--- config.mk ---
export PLATFORM = sky130hd
export DESIGN_NAME = load_store_unit
export DESIGN_NICKNAME = d
export VERILOG_FILES = /design/src/rtl/load_store_unit.sv
export SDC_FILE = /design/constraint.sdc
export NUM_CORES = 1
export LEC_CHECK = 0
export CAP_MARGIN = 25
export CORE_MARGIN = 2
export CORE_UTILIZATION = 53
export DETAILED_ROUTE_END_ITERATION = 8
export PLACE_DENSITY = 0.88
export SLEW_MARGIN = 30
export SYNTH_ARGS = -nofsm -noshare
export SYNTH_HDL_FRONTEND = slang
export SYNTH_SLANG_ARGS = --single-unit
--- constraint.sdc ---
create_clock -name clk -period 4.55 [get_ports clk]
set_clock_uncertainty 0.15 [all_clocks]
set_input_delay 0.91 -clock clk [delete_from_list [all_inputs] [get_ports clk]]
set_output_delay 0.91 -clock clk [all_outputs]
set_load 0.01 [all_outputs]
--- src/rtl/load_store_unit.sv ---
// ---------------------------------------------------------------------------
// load_store_unit
//   Initiator side of the word-wide data-memory port. Takes byte/half/word
//   load and store requests from the execute stage, drives the data memory
//   and returns one response per accepted request.
//   Sub-word loads are extracted and sign/zero-extended. Sub-word stores are
//   done as read-modify-write because the memory has no byte enables.
//
// Ports
//   clk, rst_n        clock (rising edge) and asynchronous active-low reset
//   req_valid/ready   request handshake; transfer when both are high
//   req_write         1 = store, 0 = load
//   req_size          00 byte, 01 half, 10 word, 11 illegal
//   req_unsigned      loads only: 1 = zero-extend, 0 = sign-extend
//   req_addr          byte address from the ALU
//   req_wdata         store data, right-aligned
//   resp_valid        one-cycle completion pulse
//   resp_rdata        load result (0 for stores and rejected requests)
//   resp_misalign     request rejected, memory was not accessed
//   mem_read/write    memory strobes, never both high
//   mem_addr          word address into the data memory
//   mem_wd            memory write data
//   mem_rd            memory read data, valid in the cycle mem_read is high
// ---------------------------------------------------------------------------
module load_store_unit #(
    parameter int DM_ADDRESS = 9,
    parameter int DATA_W     = 32,
    parameter int ADDR_W     = 32
) (
    input  logic                  clk,
    input  logic                  rst_n,
    input  logic                  req_valid,
    output logic                  req_ready,
    input  logic                  req_write,
    input  logic [1:0]            req_size,
    input  logic                  req_unsigned,
    input  logic [ADDR_W-1:0]     req_addr,
    input  logic [DATA_W-1:0]     req_wdata,
    output logic                  resp_valid,
    output logic [DATA_W-1:0]     resp_rdata,
    output logic                  resp_misalign,
    output logic                  mem_read,
    output logic                  mem_write,
    output logic [DM_ADDRESS-1:0] mem_addr,
    output logic [DATA_W-1:0]     mem_wd,
    input  logic [DATA_W-1:0]     mem_rd
);

    localparam logic [1:0] SZ_BYTE = 2'b00;
    localparam logic [1:0] SZ_HALF = 2'b01;
    localparam logic [1:0] SZ_WORD = 2'b10;

    typedef enum logic [2:0] {
        IDLE   = 3'd0,
        LOAD   = 3'd1,
        RMW_RD = 3'd2,
        RMW_WR = 3'd3,
        STORE  = 3'd4,
        RESP   = 3'd5
    } state_t;

    state_t state, state_nxt;

    // Request captured at accept
    logic [DM_ADDRESS-1:0] waddr_p0;
    logic [1:0]            off_p0;
    logic [1:0]            size_p0;
    logic                  uns_p0;
    logic [DATA_W-1:0]     wdata_p0;
    logic                  mis_p0;

    // Memory data captured during LOAD / RMW_RD
    logic [DATA_W-1:0]     rdata_p1;
    logic [DATA_W-1:0]     old_p1;

    logic accept;
    logic req_mis;

    // Upper address bits are deliberately dropped: the address space aliases.
    logic unused_addr_bits;
    assign unused_addr_bits = ^req_addr[ADDR_W-1:DM_ADDRESS+2];

    // Pick the addressed lane(s) out of a memory word and extend to DATA_W.
    function automatic logic [DATA_W-1:0] load_extend(
        input logic [DATA_W-1:0] word,
        input logic [1:0]        off,
        input logic [1:0]        size,
        input logic              uns
    );
        logic        [7:0]        b;
        logic        [15:0]       h;
        logic signed [7:0]        b_s;
        logic signed [15:0]       h_s;
        logic signed [DATA_W-1:0] ext_s;
        b   = word[{off, 3'b000} +: 8];
        h   = word[{off[1], 4'b0000} +: 16];
        b_s = signed'(b);
        h_s = signed'(h);
        case (size)
            SZ_BYTE: begin
                ext_s = DATA_W'(b_s);
                load_extend = uns ? {{(DATA_W-8){1'b0}}, b} : DATA_W'(ext_s);
            end
            SZ_HALF: begin
                ext_s = DATA_W'(h_s);
                load_extend = uns ? {{(DATA_W-16){1'b0}}, h} : DATA_W'(ext_s);
            end
            default: begin
                ext_s = '0;
                load_extend = word;
            end
        endcase
    endfunction

    // Replace only the addressed lane(s) of the old word with store data.
    function automatic logic [DATA_W-1:0] store_merge(
        input logic [DATA_W-1:0] old,
        input logic [DATA_W-1:0] wdata,
        input logic [1:0]        off,
        input logic [1:0]        size
    );
        logic [DATA_W-1:0] w;
        w = old;
        case (size)
            SZ_BYTE: w[{off, 3'b000} +: 8]      = wdata[7:0];
            SZ_HALF: w[{off[1], 4'b0000} +: 16] = wdata[15:0];
            default: w = wdata;
        endcase
        store_merge = w;
    endfunction

    assign req_ready = (state == IDLE);
    assign accept    = req_valid && req_ready;

    always_comb begin
        req_mis = 1'b0;
        case (req_size)
            SZ_HALF: req_mis = req_addr[0];
            SZ_WORD: req_mis = (req_addr[1:0] != 2'b00);
            SZ_BYTE: req_mis = 1'b0;
            default: req_mis = 1'b1;
        endcase
    end

    always_ff @(posedge clk or negedge rst_n) begin
        if (!rst_n) begin
            state <= IDLE;
        end else begin
            state <= state_nxt;
        end
    end

    always_comb begin
        state_nxt = state;
        case (state)
            IDLE: begin
                if (accept) begin
                    if (req_mis)                 state_nxt = RESP;
                    else if (!req_write)         state_nxt = LOAD;
                    else if (req_size == SZ_WORD) state_nxt = STORE;
                    else                         state_nxt = RMW_RD;
                end
            end
            LOAD:    state_nxt = RESP;
            STORE:   state_nxt = RESP;
            RMW_RD:  state_nxt = RMW_WR;
            RMW_WR:  state_nxt = RESP;
            RESP:    state_nxt = IDLE;
            default: state_nxt = IDLE;
        endcase
    end

    // Stage p0: capture request on accept
    // Stage p1: capture memory read data
    always_ff @(posedge clk or negedge rst_n) begin
        if (!rst_n) begin
            waddr_p0 <= '0;
            off_p0   <= '0;
            size_p0  <= '0;
            uns_p0   <= 1'b0;
            wdata_p0 <= '0;
            mis_p0   <= 1'b0;
            rdata_p1 <= '0;
            old_p1   <= '0;
        end else begin
            case (state)
                IDLE: begin
                    if (accept) begin
                        waddr_p0 <= req_addr[DM_ADDRESS+1:2];
                        off_p0   <= req_addr[1:0];
                        size_p0  <= req_size;
                        uns_p0   <= req_unsigned;
                        wdata_p0 <= req_wdata;
                        mis_p0   <= req_mis;
                        // Stores and rejected requests respond with zero data.
                        rdata_p1 <= '0;
                    end
                end
                LOAD:    rdata_p1 <= load_extend(mem_rd, off_p0, size_p0, uns_p0);
                RMW_RD:  old_p1   <= mem_rd;
                default: ;
            endcase
        end
    end

    // Outputs decoded from state so everything reads zero outside active states.
    always_comb begin
        mem_read      = 1'b0;
        mem_write     = 1'b0;
        mem_addr      = '0;
        mem_wd        = '0;
        resp_valid    = 1'b0;
        resp_rdata    = '0;
        resp_misalign = 1'b0;
        case (state)
            LOAD, RMW_RD: begin
                mem_read = 1'b1;
                mem_addr = waddr_p0;
            end
            STORE: begin
                mem_write = 1'b1;
                mem_addr  = waddr_p0;
                mem_wd    = wdata_p0;
            end
            RMW_WR: begin
                mem_write = 1'b1;
                mem_addr  = waddr_p0;
                mem_wd    = store_merge(old_p1, wdata_p0, off_p0, size_p0);
            end
            RESP: begin
                resp_valid    = 1'b1;
                resp_rdata    = rdata_p1;
                resp_misalign = mis_p0;
            end
            default: ;
        endcase
    end

endmodule

==> results.py, run 1 <==
metrics = {
    "status": {
        "status": "completed",
    },
    "placed_design": {
        "io_buffers": 159,
        "post-dp-hpwl_um": 14410,
        "dp_slack_ns": 0.5235,
        "place_congestion": 0.9052,
    },
    "sta": {
        "slew_headroom": 0.3685,
        "finalCriticalPeriod_ns": 4.438,
        "period_share": 0.9754,
        "rsz0062_at_grt": "false",
        "clock.fmax_mhz": 225.3,
        "hold_violations": 0,
        "finalSetupViolCount": 0,
        "tns_ns": 0,
        "whs_ns": 0.3319,
        "slew_viol_final": 0,
        "layout_setup_ws_ns": 0.1119,
        "tightest_slew_ns": 0.9439,
    },
    "clock_network": {
        "cts_made_buffers": 17,
        "htree_levels": 4,
        "cts-root-buf": "clkbuf_16",
        "path_clk_slew_ns": 0.05,
        "cts_tree": "built",
        "clk_path_buf_depth": 2,
        "clock_latency_ns": 0.41,
        "cts_sinks": 114,
    },
    "flow_run": {
        "drv_cap": 0,
    },
    "die": {
        "core_area_um2": 12110,
        "io_pins": 181,
        "die_h_um": 115.8,
        "start_util": 0.5474,
        "num_rows": 40,
        "dieArea_um2": 13420,
        "dieWidth_um": 115.8,
    },
    "logic_synthesis": {
        "synth_edf_count": 0,
        "async_reset_ff_frac": 1.000,
        "ys.flop_type": "dfrtp_1",
        "yosysUniqueCellTypes": 59,
        "ys_seq_elements": 114,
        "avgSynthCellArea_um2": 10.71,
        "seq_area_frac_synth": 0.4303,
        "synth.cell_area_um2": 6630,
        "synth_cells": 619,
        "ys_warn_count": 0,
        "syn_nets": 727,
    },
    "final_layout": {
        "num_antenna_cells": 0,
        "layout_commonest_cell": "clkdlybuf4s50_1",
        "final-seq-area_um2": 2855,
        "n_fill_cell": 821,
        "multi_input_comb_area_um2": 3460,
        "nNetsFinal": 863,
        "layout-drive-gt1-share": 0.1979,
        "mostFrequentLayoutCells": "158 x clkdlybuf4s50_1, 112 x dfrtp_1, 72 x mux2_2, 47 x nand2_1, 42 x and2_1",
        "area_growth_pct": 34.44,
    },
    "routing": {
        "vias": 5926,
        "drc": 0,
        "postRouteAntennaNets": 0,
        "drt_first_pass_iters": 5,
        "routed_wirelength_um": 20980,
        "wl_per_cell_um": 22.41,
        "drt_iter0_drc": 665,
        "viasPerCell": 6.331,
    },
    "grt": {
        "antenna_found_initial": 0,
        "track_usage": 0.3168,
        "grt_max_degree": 59,
        "grt_pass1_wl_um": 31970,
        "grt_pass1_vias": 5970,
        "grt_overflow": 0,
    },
    "worst_hold_path": {
        "whs_path_depth": 2,
        "min_path_type": "register to register",
        "min_to": "rdata_p1[6]",
        "min_from": "rdata_p1[6]",
    },
    "critical_path": {
        "cp.arrival_ns": 3.38,
        "reg2reg_to": "wdata_p0[5]",
        "slowest_stage": "nor4_2",
        "cp_slowest_stage_delay_ns": 0.66,
        "critPathRequiredTime_ns": 3.49,
        "crit_buf_inv": 2,
        "critPathTopFamily": "buffers and inverters",
        "start_kind": "register",
        "ff2ff_setup_slack_ns": 1.90,
        "path_max_fanout": 47,
        "path_cells": "buf_4 -> ha_1 -> nand2_1 -> nor4_2 -> a22o_1 -> a221o_1 -> clkdlybuf4s50_1",
        "r2r_start": "state[2]",
        "reg2regPathDepth": 5,
        "end_kind": "output pin",
        "crit_type": "register to output pin",
    },
    "pwr": {
        "p_total_mw": 6.524,
        "p_leak_nw": 3.877,
        "power_density_nw_per_um2": 731.9,
        "ir_drop_mv": 0.3830,
    },
}
==> worst reg2reg max path, delay by kind of cell, from the launching register on <==
kind / cells / cell delay (ns)
AND/OR/NAND/NOR: 2 / 0.93
flip-flops: 1 / 0.60
buffers and inverters: 2 / 0.48
multiplexers: 1 / 0.37
==> what timing repair did <==
item | CTS | global route
hold buffers | 0 | 0
hold endpoints to repair | 0 | 0
gates resized for setup | 0 | 6
endpoints found under the setup margin | 0 | 27
setup buffers | 0 | 0
==> through the flow <==
| stage | area (µm²) | std cells | utilization |
|---|---|---|---|
| final | 8914 | 936 | 0.7360 |
| after floorplan | 6630 | 619 | - |
| after CTS | 8904 | 936 | 0.7351 |
| after detailed placement | 8255 | 904 | 0.6816 |
| after global routing | 8914 | 936 | 0.7360 |
| after global placement | 8248 | 904 | 0.6810 |
==> state kept, by name, summed over array words and instances, names as in the netlist <==
signal / flops
old_p1: 32
state: 3
size_p0: 2
mis_p0: 1
waddr_p0: 9
rdata_p1: 32
uns_p0: 1
off_p0: 2
wdata_p0: 32
==> logic make-up (layout without fill, tap and decap cells) <==
kind of cell               after synthesis  in the layout  share of synthesized area
buffers and inverters                   68            217                    0.05208
AOI/OAI and AO/OA                      159            159                     0.1895
muxes                                  103            103                     0.1744
adders and majority gates                5              5                   0.009436
DFF                                    114            114                     0.4303
xor gates and xnor gates                 1              1                   0.001321
and+or+nand+nor                        169            169                     0.1430
==> report_power, final <==
group | leakage (nW) | internal (mW) | total [mW] | switching (mW)
Clock | 0.315 | 0.986 | 1.46 | 0.475
Sequential | 1.43 | 1.51 | 2.06 | 0.547
Combinational | 2.13 | 1.54 | 3.01 | 1.47
Total | 3.88 | 4.03 | 6.52 | 2.49
==> synth_stat cells, types with 2 or more instances <==
cell type	n	area share
a2111oi_0	8	0.011
a221oi_1	16	0.021
buf_6	8	0.014
dfrtp_1	114	0.43
nand2_1	47	0.027
a22o_1	22	0.029
nand4_1	4	0.0038
nor2_2	2	0.0019
a222oi_1	5	0.0075
buf_2	19	0.014
and3_1	2	0.0019
mux2_4	7	0.016
nor2b_1	10	0.0094
a211oi_1	8	0.0091
o21ai_2	2	0.0026
mux2_2	72	0.12
a21oi_1	11	0.0083
nor3b_2	2	0.0038
a22oi_1	16	0.018
or2_2	4	0.0038
o22ai_1	9	0.0085
inv_1	10	0.0057
and2_1	42	0.040
mux2i_1	24	0.036
nand2b_1	5	0.0047
o21a_1	8	0.0091
o221ai_1	5	0.0066
ha_1	5	0.0094
or3_1	2	0.0019
o21ai_0	15	0.011
nor2_1	19	0.011
o22a_1	9	0.012
clkbuf_1	25	0.014
nor3b_1	4	0.0045
a221o_1	19	0.029
nor3_1	10	0.0075
nand3_2	7	0.011
==> layout make-up <==
class                           count  area share
Multi-Input combinational cell    437      0.3881
Clock inverter                      9     0.01684
Sequential cell                   114      0.3203
Inverter                           13    0.006036
Clock buffer                       23     0.05587
Tap cell                          168     0.02358
Timing Repair Buffer              172      0.1892
==> worst max-delay path by stage <==
stage / slack, ns / start / endpoint / cells after the start
2_1_floorplan: 1.23 / off_p0[1] / mem_wd[7] / 8
3_3_place_gp: 0.61 / off_p0[0] / mem_wd[7] / 8
3_5_place_dp: 0.52 / off_p0[0] / mem_wd[1] / 8
4_1_cts: 0.05 / off_p0[0] / mem_wd[2] / 8
5_1_grt: 0.002 / off_p0[1] / mem_wd[24] / 7
6_report: 0.11 / off_p0[1] / mem_wd[24] / 7
==> routing by layer <==
| metal | share of wire | global-route usage | up-vias |
|---|---|---|---|
| li1 | - | - | 2581 |
| met1 | 0.40 | 0.4073 | 2923 |
| met2 | 0.46 | 0.4885 | 353 |
| met3 | 0.10 | 0.1109 | 69 |
| met4 | 0.039 | 0.1357 | 0 |
| met5 | 0 | 0 | - |
Power figures use the tool's default switching activity.
==> run 2, diff against run 1 <==
RECOVER_POWER = 100   (was default)
==> results.py, run 2 (synthesis gave the netlist of run 1 again) <==
metrics = {
    "placed_design": {
        "dpl_cell_area_um2": 8255,
        "post-dp-hpwl_um": 14410,
        "io_buffers": 159,
        "place_congestion": 0.9052,
    },
    "critical_path": {
        "start_kind": "register",
        "critPathRequiredTime_ns": 3.49,
        "slowest_stage": "nor4_2",
        "end_kind": "output pin",
        "cp_slowest_stage_delay_ns": 0.66,
        "crit_buf_inv": 2,
        "cp.arrival_ns": 3.37,
        "path_cells": "buf_4 -> ha_1 -> nand2_1 -> nor4_2 -> a22o_1 -> a221o_1 -> clkdlybuf4s50_1",
        "critPathTopFamily": "buffers and inverters",
        "crit_type": "register to output pin",
        "path_max_fanout": 47,
    },
    "sta": {
        "finalSetupViolCount": 0,
        "rsz0062_at_grt": "false",
        "slew_viol_final": 93,
        "tns_ns": 0,
        "tightest_slew_ns": 3.271,
        "slew_headroom": -1.180,
        "whs_ns": 0.3321,
        "finalCriticalPeriod_ns": 4.433,
        "hold_violations": 0,
        "clock.fmax_mhz": 225.6,
        "period_share": 0.9743,
    },
    "clock_network": {
        "cts_tree": "built",
        "htree_levels": 4,
        "clk_path_buf_depth": 2,
        "cts_made_buffers": 17,
        "holdBufCountCts": 0,
        "clock_latency_ns": 0.41,
        "cts-root-buf": "clkbuf_16",
        "cts_sinks": 114,
        "path_clk_slew_ns": 0.05,
    },
    "grt": {
        "grt_max_degree": 59,
        "grt_pass1_wl_um": 31970,
        "antenna_found_initial": 0,
        "grt_pass1_vias": 5970,
        "track_usage": 0.3168,
        "grt_overflow": 0,
    },
    "pwr": {
        "switching_share": 0.3824,
        "internal-power_mw": 4.030,
        "power_density_nw_per_um2": 734.1,
        "ir_drop_mv": 0.3810,
        "clkPwrFrac": 0.224,
        "p_leak_nw": 3.862,
        "comb_power_share": 0.461,
        "p_total_mw": 6.526,
        "switching_power_mw": 2.495,
        "p_seq_frac": 0.315,
    },
    "routing": {
        "viasPerCell": 6.314,
        "drc": 0,
        "vias": 5910,
        "drt_iter0_drc": 670,
        "routed_wirelength_um": 21050,
        "wl_per_cell_um": 22.49,
        "drt_first_pass_iters": 6,
        "postRouteAntennaNets": 0,
    },
    "final_layout": {
        "nNetsFinal": 863,
        "area_growth_pct": 34.08,
        "num_antenna_cells": 0,
        "mostFrequentLayoutCells": "157 x clkdlybuf4s50_1, 112 x dfrtp_1, 72 x mux2_2, 47 x nand2_1, 42 x and2_1",
        "reg_top3": "old_p1 (32), rdata_p1 (32), wdata_p0 (32)",
        "layout-drive-gt1-share": 0.1940,
        "design_area_um2": 8890,
        "layout_commonest_cell": "clkdlybuf4s50_1",
    },
    "die": {
        "core_area_um2": 12110,
        "io_pins": 181,
        "dieWidth_um": 115.8,
        "dieArea_um2": 13420,
        "die_h_um": 115.8,
        "num_rows": 40,
        "start_util": 0.5474,
    },
    "worst_hold_path": {
        "min_path_type": "register to register",
    },
    "status": {
        "status": "finished with violations",
        "violations": "max-capacitance violations, max-slew violations",
    },
    "flow_run": {
        "drv_cap": 2,
    },
}
## run 2: through the flow
step	utilization	setup WS [ns]	std cells
5_1_grt	0.7340	0.002261	936
6_report	0.7340	0.1171	936
3_3_place_gp	0.6810	0.6130	904
2_1_floorplan	-	1.229	619
3_5_place_dp	0.6816	0.5235	904
4_1_cts	0.7351	0.05401	936
## run 2: final cells by class
| type | count | area (µm²) |
|---|---|---|
| timing repair buffer | 172 | 1674 |
| multi-input combinational | 437 | 3448 |
| sequential | 114 | 2855 |
| clock inverter | 9 | 150.1 |
| fill | 828 | 3222 |
| tap | 168 | 210.2 |
| inverter | 13 | 53.80 |
| clock buffer | 23 | 498.0 |
## run 2: metal layers
layer / vias to the layer above / wire, µm / share of wire / track usage
li1: 2579 / - / - / -
met1: 2896 / 8213 / 0.39 / 0.4073
met2: 364 / 9752 / 0.46 / 0.4885
met3: 71 / 2273 / 0.11 / 0.1109
met4: 0 / 811 / 0.039 / 0.1357
met5: - / 0 / 0 / 0
## run 2: power groups by stage
stage | registers, mW | clock network (mW) | logic [mW]
2_1_floorplan | 1.73 | 0 | 2.14
3_3_place_gp | 1.99 | 0 | 2.83
3_5_place_dp | 2.02 | 0 | 2.95
4_1_cts | 2.02 | 1.47 | 2.99
5_1_grt | 2.09 | 1.52 | 3.24
6_report | 2.06 | 1.46 | 3.01
## run 2: repair_timing
item,4_1_cts,5_1_grt
setup endpoints to repair,0,27
buffers inserted,0,0
gates resized for setup,0,6
## run 2: path summary, 6_finish.rpt
check,startpoint,endpoint,slack [ns],cells past startpoint
max in group asynchronous,rst_n,off_p0[0],0.72,1
worst max register to register,state[1],old_p1[31],1.61,3
worst max-delay path,off_p0[1],mem_wd[24],0.12,7
worst min-delay path,rdata_p1[6],rdata_p1[6],0.33,2
min in group asynchronous,rst_n,wdata_p0[9],1.44,1
worst min register to register,rdata_p1[6],rdata_p1[6],0.33,2
## run 2: worst min-delay path: stages, from the launching register on
cell and delay (ns):
dfrtp_1 0.34, nand2_1 0.05, o21ai_0 0.06
==> run 3, diff against run 2 <==
CORE_ASPECT_RATIO = 0.75   (was default)
==> results.py, run 3 (synthesis gave the netlist of run 1 again) <==
metrics = {
    "flow_run": {
        "drv_cap": 3,
    },
    "grt": {
        "grt_pass1_vias": 5744,
        "track_usage": 0.3055,
        "grt_pass1_wl_um": 31500,
        "antenna_found_initial": 0,
        "grt_overflow": 0,
        "grt_max_degree": 55,
    },
    "sta": {
        "finalSetupViolCount": 0,
        "tns_ns": 0,
        "rsz0062_at_grt": "false",
        "period_share": 0.9888,
        "finalCriticalPeriod_ns": 4.499,
        "hold_violations": 0,
        "tightest_slew_ns": 2.927,
        "clock.fmax_mhz": 222.3,
        "slew_headroom": -0.9512,
        "slew_viol_final": 131,
    },
    "critical_path": {
        "reg2regPathDepth": 5,
        "ff2ff_setup_slack_ns": 1.16,
        "reg2reg_to": "off_p0[1]",
        "end_kind": "output pin",
        "r2r_start": "state[2]",
        "cp.arrival_ns": 3.44,
        "path_max_fanout": 30,
        "critPathRequiredTime_ns": 3.49,
        "crit_type": "register to output pin",
        "start_kind": "register",
    },
    "final_layout": {
        "nNetsFinal": 864,
        "final_cells": 935,
        "layout-drive-gt1-share": 0.1717,
        "reg_top3": "old_p1 (32), rdata_p1 (32), wdata_p0 (32)",
        "mostFrequentLayoutCells": "122 x clkdlybuf4s50_1, 112 x dfrtp_1, 69 x mux2_2, 48 x nand2_1, 36 x dlygate4sd3_1",
        "layout_commonest_cell": "clkdlybuf4s50_1",
        "num_antenna_cells": 0,
        "area_growth_pct": 32.91,
        "n_fill_cell": 864,
    },
    "placed_design": {
        "place_congestion": 0.9435,
        "post-dp-hpwl_um": 14170,
        "placed_cells": 902,
        "io_buffers": 159,
    },
    "die": {
        "dieWidth_um": 133.2,
        "num_rows": 35,
        "io_pins": 181,
        "dieArea_um2": 13430,
        "die_h_um": 100.9,
        "core_area_um2": 12260,
        "start_util": 0.5407,
    },
    "pwr": {
        "comb_power_share": 0.450,
        "p_leak_nw": 3.870,
        "ir_drop_mv": 0.3616,
        "internal-power_mw": 3.883,
        "power_density_nw_per_um2": 726.3,
        "switching_share": 0.3933,
        "clkPwrFrac": 0.221,
        "p_seq_frac": 0.328,
        "switching_power_mw": 2.517,
    },
    "routing": {
        "wl_per_cell_um": 21.91,
        "vias": 5925,
        "routed_wirelength_um": 20480,
        "drt_iter0_drc": 802,
        "postRouteAntennaNets": 0,
        "drt_first_pass_iters": 6,
        "drc": 0,
        "viasPerCell": 6.337,
    },
    "worst_hold_path": {
        "whs_path_depth": 2,
        "min_path_type": "register to register",
        "min_from": "rdata_p1[2]",
        "min_to": "rdata_p1[2]",
    },
    "clock_network": {
        "cts_tree": "built",
        "holdBufCountCts": 0,
        "path_clk_slew_ns": 0.05,
        "clock_latency_ns": 0.41,
        "htree_levels": 4,
        "cts-root-buf": "clkbuf_16",
        "post_cts_buffers": 0,
        "clk_path_buf_depth": 2,
        "cts_sinks": 114,
        "cts_made_buffers": 17,
    },
    "status": {
        "violations": "max-capacitance violations, max-slew violations",
        "status": "finished with violations",
    },
}
-- run 3: layout make-up --
class	instances	area [µm²]	share of cell area
repair buffers	172	1659	0.1883
multi-input cells	438	3408	0.3868
flip-flops and latches	114	2855	0.3240
well taps	166	207.7	0.02357
clock buffers	19	442.9	0.05026
inverters	13	53.80	0.006105
clock inverters	13	185.2	0.02101
-- run 3: worst max-delay path by stage --
stage	startpoint	to	depth (start not counted)	slack, ns
6_report	size_p0[1]	mem_wd[11]	5	0.05
5_1_grt	off_p0[0]	mem_wd[6]	8	0.002
4_1_cts	off_p0[1]	mem_wd[1]	8	0.1
3_5_place_dp	off_p0[0]	mem_wd[1]	8	0.46
3_3_place_gp	off_p0[0]	mem_wd[18]	7	0.51
2_1_floorplan	off_p0[1]	mem_wd[7]	8	1.23
-- run 3: metal layers --
metal / up-vias / wire, µm / global-route usage
met1: 2907 / 8484 / 0.4208
met4: 0 / 425 / 0.09656
met3: 50 / 2157 / 0.06637
li1: 2585 / - / -
met5: - / 0 / 0
met2: 383 / 9417 / 0.4890
-- run 3: power by group through the flow --
stage                     registers [mW]  clock network (mW)  logic [mW]
after floorplan                     1.73                   0        2.14
after global placement              2.02                   0        2.82
after detailed placement            2.06                   0        2.92
after CTS                           2.05                1.43        2.96
after global routing                2.14                1.48        3.13
final                               2.10                1.42        2.88
-- run 3: worst max-delay path: stages (launching register included) --
cell and delay (ns):
dfrtp_1 1.03, or2_2 0.50, nor2_1 0.18, a222oi_1 0.46, o221ai_1 0.21, dlygate4sd3_1 0.64
-- run 3: metrics by stage --
| step | utilization | hold WS, ns | area, µm² | worst slack [ns] | power (mW) |
|---|---|---|---|---|---|
| 3_3_place_gp | 0.6724 | 0.3036 | 8245 | 0.5082 | 4.841 |
| 3_5_place_dp | 0.6724 | 0.3128 | 8245 | 0.4603 | 4.980 |
| 5_1_grt | 0.7187 | 0.3598 | 8812 | 0.001556 | 6.740 |
| 6_report | 0.7187 | 0.3269 | 8812 | 0.05106 | 6.401 |
| 2_1_floorplan | - | 0.2902 | 6630 | 1.229 | 3.874 |
| 4_1_cts | 0.7238 | 0.3266 | 8875 | 0.09769 | 6.436 |
-- run 3: what timing repair did --
action / in CTS / in global routing
endpoints found under the setup margin: 5 / 18
gates cloned: 0 / 1
resized for setup: 1 / 5
pin swaps: 0 / 0
